### src/rtl/alu_cmd_sequencer.sv
// alu_cmd_sequencer
//   Drives a combinational ALU through every command code for one latched
//   operand pair. Each code is held on the ALU for SETTLE cycles, d_out is
//   sampled, and {cmd, result} is offered on a valid/ready result stream.
//
// Optional feature macro: ALU_SEQ_CMD_MASK_EN
//   Adds cmd_mask[NUM_CMDS-1:0], latched on start; codes with a zero mask
//   bit are skipped in zero cycles. An all-zero mask goes straight to DONE.
//
// Ports:
//   clk, rst_n             clock (rising), async active-low reset
//   start, op_a, op_b      sweep request and operands (accepted in IDLE)
//   cmd_mask               per-code enable (only with ALU_SEQ_CMD_MASK_EN)
//   busy, done             sweep in progress / one-cycle completion pulse
//   a_out, b_out, cmd_out, oe_out   to ALU a_in, b_in, command_in, oe
//   alu_d_in               from ALU d_out
//   res_valid, res_ready, res_cmd, res_data   result stream
module alu_cmd_sequencer #(
  parameter int DATA_W   = 8,
  parameter int CMD_W    = 4,
  parameter int NUM_CMDS = 16,
  parameter int SETTLE   = 1
) (
  input  logic                  clk,
  input  logic                  rst_n,
  input  logic                  start,
  input  logic [DATA_W-1:0]     op_a,
  input  logic [DATA_W-1:0]     op_b,
`ifdef ALU_SEQ_CMD_MASK_EN
  input  logic [NUM_CMDS-1:0]   cmd_mask,
`endif
  output logic                  busy,
  output logic                  done,
  output logic [DATA_W-1:0]     a_out,
  output logic [DATA_W-1:0]     b_out,
  output logic [CMD_W-1:0]      cmd_out,
  output logic                  oe_out,
  input  logic [2*DATA_W-1:0]   alu_d_in,
  output logic                  res_valid,
  input  logic                  res_ready,
  output logic [CMD_W-1:0]      res_cmd,
  output logic [2*DATA_W-1:0]   res_data
);

  localparam int CNT_W = (SETTLE < 2) ? 1 : $clog2(SETTLE + 1);

  typedef enum logic [1:0] {S_IDLE, S_DRIVE, S_WAIT, S_DONE} state_t;

  state_t                state;
  logic [CMD_W-1:0]      idx;
  logic [CNT_W-1:0]      cnt;
  logic [NUM_CMDS-1:0]   mask_q;
  logic [NUM_CMDS-1:0]   start_mask;
  logic [CMD_W:0]        first_hit;
  logic [CMD_W:0]        next_hit;

`ifdef ALU_SEQ_CMD_MASK_EN
  assign start_mask = cmd_mask;
`else
  assign start_mask = '1;
`endif

  // Lowest enabled index >= from; MSB of the result flags "found".
  // Scanning high-to-low lets the last hit win, which is the lowest one.
  function automatic logic [CMD_W:0] find_from(input logic [NUM_CMDS-1:0] m,
                                               input int from);
    logic [CMD_W:0] r;
    r = '0;
    for (int i = NUM_CMDS - 1; i >= 0; i--)
      if (m[i] && i >= from) r = {1'b1, CMD_W'(i)};
    return r;
  endfunction

  assign first_hit = find_from(start_mask, 0);
  assign next_hit  = find_from(mask_q, int'(idx) + 1);

  always_ff @(posedge clk or negedge rst_n) begin
    if (!rst_n) begin
      state     <= S_IDLE;
      busy      <= 1'b0;
      done      <= 1'b0;
      oe_out    <= 1'b0;
      res_valid <= 1'b0;
      a_out     <= '0;
      b_out     <= '0;
      cmd_out   <= '0;
      res_cmd   <= '0;
      res_data  <= '0;
      idx       <= '0;
      cnt       <= '0;
      mask_q    <= '0;
    end else begin
      case (state)
        S_IDLE: begin
          if (start) begin
            a_out  <= op_a;
            b_out  <= op_b;
            mask_q <= start_mask;
            busy   <= 1'b1;
            if (first_hit[CMD_W]) begin
              idx     <= first_hit[CMD_W-1:0];
              cmd_out <= first_hit[CMD_W-1:0];
              oe_out  <= 1'b1;
              cnt     <= CNT_W'(SETTLE);
              state   <= S_DRIVE;
            end else begin
              // nothing enabled: complete immediately, no results
              done  <= 1'b1;
              state <= S_DONE;
            end
          end
        end
        S_DRIVE: begin
          cnt <= cnt - CNT_W'(1);
          if (cnt == CNT_W'(1)) begin
            res_data  <= alu_d_in;
            res_cmd   <= idx;
            res_valid <= 1'b1;
            state     <= S_WAIT;
          end
        end
        S_WAIT: begin
          // res_valid is always high here, so ready alone is the handshake
          if (res_ready) begin
            res_valid <= 1'b0;
            if (next_hit[CMD_W]) begin
              idx     <= next_hit[CMD_W-1:0];
              cmd_out <= next_hit[CMD_W-1:0];
              cnt     <= CNT_W'(SETTLE);
              state   <= S_DRIVE;
            end else begin
              oe_out <= 1'b0;
              done   <= 1'b1;
              state  <= S_DONE;
            end
          end
        end
        S_DONE: begin
          done  <= 1'b0;
          busy  <= 1'b0;
          state <= S_IDLE;
        end
        default: state <= S_IDLE;
      endcase
    end
  end

endmodule

### config.mk
export PLATFORM = sky130hd
export DESIGN_NAME = alu_cmd_sequencer
export DESIGN_NICKNAME = d
export VERILOG_FILES = /design/src/rtl/alu_cmd_sequencer.sv
export SDC_FILE = /design/constraint.sdc
export NUM_CORES = 1
export LEC_CHECK = 0
export ABC_AREA = 1
export ABC_CLOCK_PERIOD_IN_PS = 1900
export CAP_MARGIN = 20
export CORE_MARGIN = 8
export CORE_UTILIZATION = 40
export DETAILED_ROUTE_END_ITERATION = 16
export MAX_ROUTING_LAYER = met4
export PLACE_DENSITY = 0.82
export SYNTH_ARGS = -nofsm -noshare
export SYNTH_HDL_FRONTEND = slang
export SYNTH_SLANG_ARGS = --single-unit
### constraint.sdc
create_clock -name clk -period 1.9 [get_ports clk]
set_input_delay 0.57 -clock clk [delete_from_list [all_inputs] [get_ports clk]]
set_output_delay 0.57 -clock clk [all_outputs]
set_load 0.1 [all_outputs]
; ---- Word-level counts from Yosys, hierarchy flattened
; Cells that the tools add are included.
[word_totals]
out_inout_bits = 44
word_cells = 108
inputBits = 36
reg_bits = 48
[classes]
magnitude_cmp = 16
reduce_logical = 31
eq_ne = 8
add_sub_neg = 2
n_mux = 39
[ops]
columns = op, count
row1 = two-way mux 5 bit, 16
row2 = >= comparator 4 x 5 -> 1 bit (first input constant), 8
row3 = >= comparator 3 x 5 -> 1 bit (first input constant), 4
row4 = logical AND 1 bit, 16
row5 = two-way mux 4 bit, 3
row6 = AND reduction 4 bit, 3
row7 = >= comparator 1 x 5 -> 1 bit (first input constant), 2
row8 = >= comparator 2 x 5 -> 1 bit (first input constant), 2
row9 = != test 2 bit (second input constant), 5
row10 = two-way mux 1 bit, 9
row11 = AND reduction 3 bit, 3
row12 = two-way mux 2 bit, 4
row13 = case mux 1 bit (2 select lines), 4
row14 = case mux 2 bit (4 select lines), 1
row15 = case mux 4 bit (2 select lines), 1
row16 = nonzero test 2 bit, 4
row17 = AND reduction 2 bit, 3
row18 = adder 4 x 1 -> 5 bit (second input constant), 1
row19 = == test 2 bit (second input constant), 2
row20 = case mux 1 bit (3 select lines), 1
row21 = nonzero test 3 bit, 1
row22 = == test 2 x 1 -> 1 bit (second input constant), 1
row23 = logical NOT 2 bit, 1
row24 = subtractor 1 bit (second input constant), 1

; ---- Longest topological paths before layout
; Gate-level depths: netlist (run 1).
[depth]
depth_word = 22
depth_mapped = 15
ltp_nobuf = 15

; ---- Least setup slack after synthesis (run 1)
; No wires, ideal clock.
[synth_timing]
path_kind = reg-to-reg
start = reg idx[0]
end = reg idx[0]
stages_incl_launch_ff = 16
t_arrival_ns = 2.387
n_path_buf = 1
slack_ns = -0.608
setup_ns = 0.121
required_ns = 1.779
period_less_slack_ns = 2.508
cell_sequence = dfrtp_1 inv_1 ha_1 clkbuf_2 inv_1 nand3_1 nand2_1 nand2_1 nand2_1 o21ai_0 nand2_1 nand2_1 nand2_1 nand2_1 nand2_1 nand2_1
[synth_via]
elab_chain_cells = 22
elab_cells_between_ends = 54
classes_between = add/sub: 1 / order compare: 16 / eq/ne: 1 / mux: 19 / reduce/logical: 17
[synth_lines]
columns = element, line_no
row1 = from (decl), 50  ; logic [CMD_W-1:0] idx;
row2 = from (signal assigned), 101  ; idx <= first_hit[CMD_W-1:0];
row3 = from (signal assigned), 127  ; idx <= next_hit[CMD_W-1:0];
row4 = adder 4 x 1 -> 5 bit (*), 75  ; assign next_hit = find_from(mask_q, int'(idx) + 1);
row5 = >= comparator 4 x 5 -> 1 bit, 70  ; if (m[i] && i >= from) r = {1'b1, CMD_W'(i)};
row6 = logical AND 1 bit, 70
row7 = two-way mux 5 bit (15 in a row), 70
row8 = two-way mux 5 bit (*), 70
row9 = two-way mux 4 bit, 126  ; if (next_hit[CMD_W]) begin
row10 = two-way mux 4 bit, 124  ; if (res_ready) begin
row11 = case mux 4 bit (2 select lines), 93  ; case (state)
; Every way passes the cells marked *; elsewhere a longest branch is shown, timed or not. The select of a mux whose other input is x is not followed.
; A chain may end at the register's enable or synchronous reset.

; ---- Final worst setup path (run 1)
[layout_timing]
start = reg idx[1]
end = reg idx[0]
; Same word-level chain as after synthesis.

==> results of run 1 <==
[metal layers]
metal  wire, um  vias to the layer above  track usage
met4         78                        0       0.0472
met5          0                        -            -
met3        336                        9       0.0557
li1           -                      962            -
met1       2450                      943        0.167
met2       3180                       53        0.273
[final cells by class]
| cell class | instances | area [sq um] | share of cell area |
|---|---|---|---|
| Timing Repair Buffer | 88 | 1330 | 0.355 |
| Sequential cell | 48 | 1210 | 0.323 |
| Multi-Input combinational cell | 169 | 913 | 0.244 |
| Inverter | 28 | 108 | 0.0287 |
| Tap cell | 72 | 90.1 | 0.0240 |
| Clock buffer | 7 | 86.3 | 0.0230 |
| Clock inverter | 1 | 7.51 | 0.00200 |
[layout by cell type (no fill, tap or decap)]
| master | count |
|---|---|
| nand2_1 | 85 |
| buf_12 | 47 |
| dfrtp_1 | 44 |
| clkdlybuf4s50_1 | 34 |
| inv_1 | 20 |
| mux2_2 | 16 |
| nor2_1 | 11 |
| nand3_1 | 9 |
| nand2_2 | 8 |
| inv_2 | 7 |
| o21ai_1 | 7 |
| a21oi_1 | 7 |
| o21ai_0 | 7 |
| nand4_1 | 6 |
| clkbuf_8 | 6 |
| buf_4 | 6 |
| nor2_2 | 4 |
| ha_1 | 2 |
| dfrtp_4 | 2 |
| dfrtp_2 | 2 |
| nor2_4 | 1 |
| or2_1 | 1 |
| nand3_2 | 1 |
| inv_4 | 1 |
| nand2_4 | 1 |
| or2_0 | 1 |
| ha_4 | 1 |
| ha_2 | 1 |
| clkbuf_1 | 1 |
| clkinvlp_4 | 1 |
| buf_2 | 1 |
[repair_timing]
| item | in CTS | in global routing |
|---|---|---|
| buffers inserted | 0 | 1 |
| gates resized for setup | 0 | 7 |
| endpoints found under the setup margin | 0 | 5 |
[per-stage QoR]
step / setup TNS [ns] / setup slack, ns / utilization / cell area (sq um) / hold WS [ns]
3_3_place_gp: -0.0241 / -0.0241 / 0.665 / 3620 / 0.507
2_1_floorplan: -0.0186 / -0.0186 / - / 2230 / 0.274
6_report: 0 / 0.0835 / 0.689 / 3750 / 0.175
4_1_cts: 0 / 0.0399 / 0.683 / 3710 / 0.183
3_5_place_dp: -0.164 / -0.0616 / 0.665 / 3620 / 0.514
5_1_grt: -0.0298 / -0.0298 / 0.689 / 3750 / 0.187
[cells by family after synthesis]
logic type               share of synthesized area
multiplexers                                0.0812
flip-flops                                   0.541
AO/OA/AOI/OAI                               0.0473
buffers and inverters                       0.0586
adder cells (fa/ha/maj)                     0.0225
AND/OR/NAND/NOR                              0.249
[how the worst min path moves through the flow]
stage | to | slack, ns
3_3_place_gp | res_data[0] | 0.51
2_1_floorplan | a_out[0] | 0.27
4_1_cts | res_data[5] | 0.18
6_report | res_data[5] | 0.17
5_1_grt | res_data[5] | 0.19
3_5_place_dp | res_data[5] | 0.51
[sequential cells by signal, indices dropped and copies added (netlist names)]
register,flops
a_out,8
b_out,8
res_data,16
res_cmd,4
oe_out,1
idx,4
mask_q,1
cnt,1
busy,1
state,2
done,1
res_valid,1
==> flow_summary.ini, run 1 <==
[critical_path]
crit_cells = 13
cp_top_family = simple AND/OR/NAND/NOR gates
required_ns = 2.09
reg2reg_slack_ns = 0.08
critPathKind = flip-flop to flip-flop
crit_arrival_ns = 2.01
r2r-end = idx[0]
crit_slowest_cell = dfrtp_4
cp-end-kind = flip-flop
critPathCapture = idx[0]
cpPeakStageDelay_ns = 0.55
path_common_cell = nand2_1
crit_fanout = 8
r2r-start = idx[1]
crit_chain = ha_2 > nand2_1 > nand2_2 > inv_2 > nand4_1 > nand2_1 > nand2_1 > nand2_1 > nand2_1 > nand2_1 > nand2_1 > nand2_1 > nand2_1
crit_buf_inv = 1
startpoint_type = flip-flop
r2r_cells = 13
crit_start = idx[1]

[yosys]
synth_area_leaders = dfrtp_1 54%, nand2_1 15%, mux2_2 8.1%
synth-seq-cells = 48
ys_seq_area_frac = 0.541
synthArstFlopShare = 1.00
synthFlopType = dfrtp_1
ys_types = 21
syn_inst = 250
yosysWarnings = 0
netlist_top_cells_count = 87 x nand2_1, 48 x dfrtp_1, 21 x inv_1
synth_top_area_frac = 0.541
synth_nets = 290
synth_area_per_cell_sq_um = 8.88
netlist_area_sq_mm = 0.00222
yosysMostFrequentCell = nand2_1
synth_area_leader_cell = dfrtp_1
synth_edf_count = 0

[status]
outcome = completed

[sta]
rsz0062_at_grt = true
post-route-min-period_ns = 1.82
finalCritPeriodShare = 0.956
fin_skew_ns = 0.00465
setup_viol = 0
hold_viol_final = 0
slew_headroom = 0.732
worst_pin_slew_ns = 0.401
clock.fmax_mhz = 551
drv_slew = 0

[place]
hpwl_um = 4730
placement.io_buffers = 79
place_congestion = 0.826
placed_cells = 404

[flow_run]
max-cap-violations = 0

[die]
die_area_sq_mm = 0.00819
die_x_um = 90.5
pin_count = 80
dieHeight_um = 90.5
initial_core_util = 0.408
core_area_sq_mm = 0.00544
rows = 27

[cells_and_area]
n_antenna_cell = 0
fillers = 429
finalNetCount = 380
syn2layout_area_growth_pct = 68.8
fin_cells = 413
drive_gt1_frac = 0.311

[grt]
grt_max_degree = 34
track_usage = 0.159
antenna_found_initial = 0
grt_pass1_vias = 2149
overflow = 0
grt_pass1_wl_um = 10300

[cts]
htreeDepth = 2
clk_pin_slew_ns = 0.09
cts_tree = yes
root_buffer = clkbuf_8
cts_buffers = 5
hold_buffers = 0
clock-sinks = 48
cts.path.max_buffers = 2
worstSkewPairLatency_ns = 0.30

[drt]
drt_first_pass_iters = 4
wirelength_um = 6050
wire_per_inst_um = 14.6
drtIter0Drc = 62
vias = 1967
antenna_left = 0
route.detailed.drc = 0
vias_per_cell = 4.76

[worst_hold_path]
hp-class = input port to asynchronous set/reset pin
Power of run 1 is not shown: default switching activity piles up to over one toggle a cycle in this logic, so the estimate is an artifact.
==> inputs of run 2 (changes only) <==
Settings changed: CTS_CLUSTER_DIAMETER from default to 60.
==> results of run 2 <==
Final layout, timing and power as in run 1 (identical DEF).
Power of run 2 is left out for the same reason.
==> inputs of run 3 (changes only) <==
Settings changed: GPL_ROUTABILITY_DRIVEN from default to 0.
==> run 3 against run 2 <==
Via count up 2.6%. Critical path depth is the same. Setup slack improved by 0.0048 ns. Global-route usage decreased by 0.96 points. Register-to-register slack is essentially flat. Critical endpoint unchanged. Largest cell class unchanged. Highest routed layer unchanged.
==> flow_summary.ini, run 3 (synthesis results as in run 1) <==
[cells_and_area]
n_antenna_cell = 0
largest-register = res_data
most-common-layout-cells = 86 x nand2_1, 46 x buf_12, 44 x dfrtp_1
drive_gt1_frac = 0.307
final_common_cell = nand2_1
finalNetCount = 381
largest_registers = res_data x16, a_out x8, b_out x8
syn2layout_area_growth_pct = 67.8
fin_cells = 414
largest_reg_flops = 16

[sta]
layout_setup_ws_ns = 0.0882
finalCritPeriodShare = 0.954
setup_viol = 0
hold_viol_final = 0
fin_skew_ns = 0.00952
post-route-min-period_ns = 1.81
drv_slew = 0
worst_pin_slew_ns = 0.410
clock.fmax_mhz = 552
slew_headroom = 0.726
rsz0062_at_grt = true

[place]
dp_slack_ns = -0.0910
placement.io_buffers = 79
hpwl_um = 4630
placed_cells = 403

[grt]
top_usage_layer = met2
grt_use_met3 = 0.0565
track_usage = 0.149
antenna_found_initial = 0
grt_max_degree = 35
grt_pass1_vias = 2084
grtUsageMet2 = 0.262
overflow = 0
grt_pass1_wl_um = 9790
use_met1 = 0.151

[critical_path]
startpoint_type = flip-flop
r2r_cells = 13
crit_arrival_ns = 2.04
critPathKind = flip-flop to flip-flop
crit_fanout = 6
required_ns = 2.12
cp-end-kind = flip-flop

[drt]
wirelength_um = 5860
route.detailed.drc = 0
drtIter0Drc = 80
vias_per_cell = 4.88
wire_per_inst_um = 14.2
drt_first_pass_iters = 4
vias = 2019
antenna_left = 0

[flow_run]
max-cap-violations = 0

[status]
outcome = completed

[cts]
cts_buffers = 5
cts_tree = yes
clock-sinks = 48
hold_buffers = 0
htreeDepth = 2
worstSkewPairLatency_ns = 0.29
root_buffer = clkbuf_8
cts.path.max_buffers = 2
clk_pin_slew_ns = 0.09

[die]
dieHeight_um = 90.5
die_x_um = 90.5
die_area_sq_mm = 0.00819
pin_count = 80
core_area_sq_mm = 0.00544
rows = 27
initial_core_util = 0.408

[worst_hold_path]
hp-class = input port to asynchronous set/reset pin
[run 3: area by class of cell]
| class | count | area, sq um |
|---|---|---|
| clock buffers | 7 | 86.3 |
| clock inverters | 1 | 7.51 |
| fillers | 414 | 1710 |
| inverters | 28 | 108 |
| multi-input cells | 169 | 896 |
| flip-flops and latches | 48 | 1210 |
| well taps | 72 | 90.1 |
| repair buffers | 89 | 1330 |
[run 3: critical path, stage by stage, from the launching register on]
cell and delay [ns]:
dfrtp_4 0.52, ha_2 0.22, nand3_2 0.08, nand2_1 0.12
inv_2 0.14, buf_4 0.12, nand2_2 0.06, nor2_2 0.10
nor2_1 0.05, nor2_1 0.09, nand2_1 0.07, nand2_1 0.06
nand2_1 0.05, nand2_1 0.05
[run 3: worst paths after layout]
kind,startpoint,end,slack [ns]
worst max-delay path,idx[0],idx[0],0.09
worst min-delay path,rst_n,res_data[5],0.17
worst max register to register,idx[0],idx[0],0.09
worst min register to register,res_data[12],res_data[12],0.54
max in group asynchronous,rst_n,b_out[3],1.24
min in group clk,res_data[12],res_data[12],0.54
[run 3: through the flow]
step	area [sq um]	setup TNS, ns	hold slack [ns]	utilization
floorplan	2230	-0.0186	0.274	-
global placement	3600	-0.0208	0.493	0.662
detailed placement	3600	-0.221	0.495	0.662
CTS	3690	0	0.173	0.679
global route	3720	-0.0217	0.183	0.685
finish	3720	0	0.165	0.685
[run 3: metal layers]
metal / wire, um / share of wire / vias to the layer above
met5: 0 / 0 / -
met4: 51 / 0.0087 / 0
met3: 447 / 0.076 / 8
met2: 3060 / 0.52 / 82
met1: 2300 / 0.39 / 959
li1: - / - / 970
[run 3: timing repair]
| action | 4_1_cts | 5_1_grt |
|---|---|---|
| buffers inserted | 0 | 3 |
| gates resized for setup | 0 | 6 |
| endpoints found under the setup margin | 0 | 3 |
Power of run 3 is left out for the same reason.
==> edit, RTL diff (settings of run 3) <==
Set the parameter `CMD_W` to 3 (it was 4).
--- a/src/rtl/alu_cmd_sequencer.sv
+++ b/src/rtl/alu_cmd_sequencer.sv
@@ -17,7 +17,7 @@
 //   res_valid, res_ready, res_cmd, res_data   result stream
 module alu_cmd_sequencer #(
   parameter int DATA_W   = 8,
-  parameter int CMD_W    = 4,
+  parameter int CMD_W    = 3,
   parameter int NUM_CMDS = 16,
   parameter int SETTLE   = 1
 ) (
Ports: changed (resized cmd_out and res_cmd); port bits go from 80 to 78. No check against the original RTL was run, so the function may have changed too.
==> edit against run 3 <==
Register-to-register slack gained 0.43 ns. Die area decreased by 7.8%. Clock skew hardly changed. Routed wire length decreased by 14%. Sequential cell count is 2 lower. Final cell count decreased by 11%. Non-clock buffer count shrank 9. Global-route usage fell by 0.36 points. Worst setup slack better by 0.23 ns. Final area down 10%. Area after synthesis is 9.4% lower.
Power is left out: the tool's default activity adds up to more than one toggle a clock period on the data nets, which glitch-free logic cannot reach.
==> edit: results (changes against run 3) <==
{
  "cells_and_area": {
    "nNetsFinal": {"value": 336, "change": "-12%"},
    "finalNonFillerCells": {"value": 369, "change": "-11%"},
    "share_of_cells_above_drive_strength_1": {"value": 21.40, "unit": "%", "change": "-9.3 points"}
  },
  "global_route": {
    "grt_pass1_wl": {"value": 8466, "unit": "microns", "change": "-14%"},
    "met2_usage": {"value": 23.32, "unit": "%", "change": "-2.9 points"},
    "grt_use_total": {"value": 14.54, "unit": "%", "change": "-0.36 points"},
    "global_route.usage.met3": {"value": 8.113, "unit": "%", "change": "+2.5 points"}
  },
  "placement": {
    "placedCellCount": {"value": 361, "change": "-10%"},
    "number_of_buffers_inserted_by_port_buffering": {"value": 77, "change": "-2.5%"},
    "place_hpwl": {"value": 3982, "unit": "microns", "change": "-14%"}
  },
  "critical_path": {
    "timing.critical_path.to": "cmd_out[1]",
    "timing.critical_path.max_delay_family": "flip-flops",
    "cp-startpoint": "idx[1]",
    "rr_worst_depth": {"value": 4, "change": "-9"},
    "cp_slowest_stage_delay": {"value": 0.49, "unit": "ns", "change": "-0.03 ns"},
    "r2r_setup_slack": {"value": 0.52, "unit": "ns", "change": "+0.43 ns"},
    "rr_endpoint": "res_data[4]",
    "r2r_start": "state[0]"
  },
  "synthesis": {
    "dominant_cells_by_area_after_synthesis": "sky130_fd_sc_hd__dfrtp_1, sky130_fd_sc_hd__nand2_1, sky130_fd_sc_hd__nand3_1, sky130_fd_sc_hd__inv_1, sky130_fd_sc_hd__o21ai_0",
    "post_synth_cell_types": {"value": 23, "change": "+9.5%"},
    "postSynthNetCount": {"value": 259, "change": "-11%"},
    "synth_sequential_area_ratio": {"value": 57.25, "unit": "%", "change": "+3.1 points"},
    "list_of_most_frequent_post_synthesis_cells": "sky130_fd_sc_hd__nand2_1, sky130_fd_sc_hd__dfrtp_1, sky130_fd_sc_hd__inv_1",
    "syn_inst": {"value": 221, "change": "-12%"}
  },
  "drt": {
    "drt_initial_violations": {"value": 71, "change": "-11%"},
    "met3RoutedLength": {"value": 643, "unit": "microns", "change": "+44%"},
    "met1_layer_wirelength_in_the_final_routing": {"value": 1963, "unit": "microns", "change": "-15%"},
    "post_drt_via_cell_ratio": {"value": 4.626, "change": "-5.1%"},
    "wl_met2": {"value": 2357, "unit": "microns", "change": "-23%"}
  },
  "sta": {
    "finClkSkew": {"value": 0.009622, "unit": "ns", "change": "+0.0001010 ns"},
    "tightest_slew": {"value": 0.5531, "unit": "ns", "change": "+0.1432 ns"}
  },
  "clocking": {
    "clk_latency": {"value": 0.31, "unit": "ns", "change": "+0.02 ns"}
  },
  "run_status": {
    "result_of_the_run": "finished, final reports clean"
  }
}
-- edit: cell type report --
| cell class | instances | area, sq um |
|---|---|---|
| clock buffers | 5 | 68.82 |
| well taps | 70 | 87.58 |
| inverters | 27 | 103.9 |
| flip-flops and latches | 46 | 1151 |
| repair buffers | 80 | 1246 |
| multi-input cells | 138 | 665.6 |
| fillers | 372 | 1629 |
| clock inverters | 3 | 25.02 |
-- edit: metrics by stage --
stage	setup WS, ns	hold slack, ns	util, %
5_1_grt	0.2723	0.2753	67.27
3_3_place_gp	0.1934	0.5012	65.38
6_report	0.3146	0.2416	67.27
4_1_cts	0.3057	0.2526	67.27
3_5_place_dp	0.1520	0.5031	65.38
2_1_floorplan	0.1223	0.2744	-
-- edit: cell families after synthesis --
| family | count (synthesis) | share of synthesized area, % |
|---|---|---|
| AOI/OAI and AO/OA | 27 | 6.845 |
| DFF | 46 | 57.25 |
| buffers and inverters | 37 | 9.645 |
| adders and majority gates | 2 | 1.244 |
| and+or+nand+nor | 109 | 25.02 |
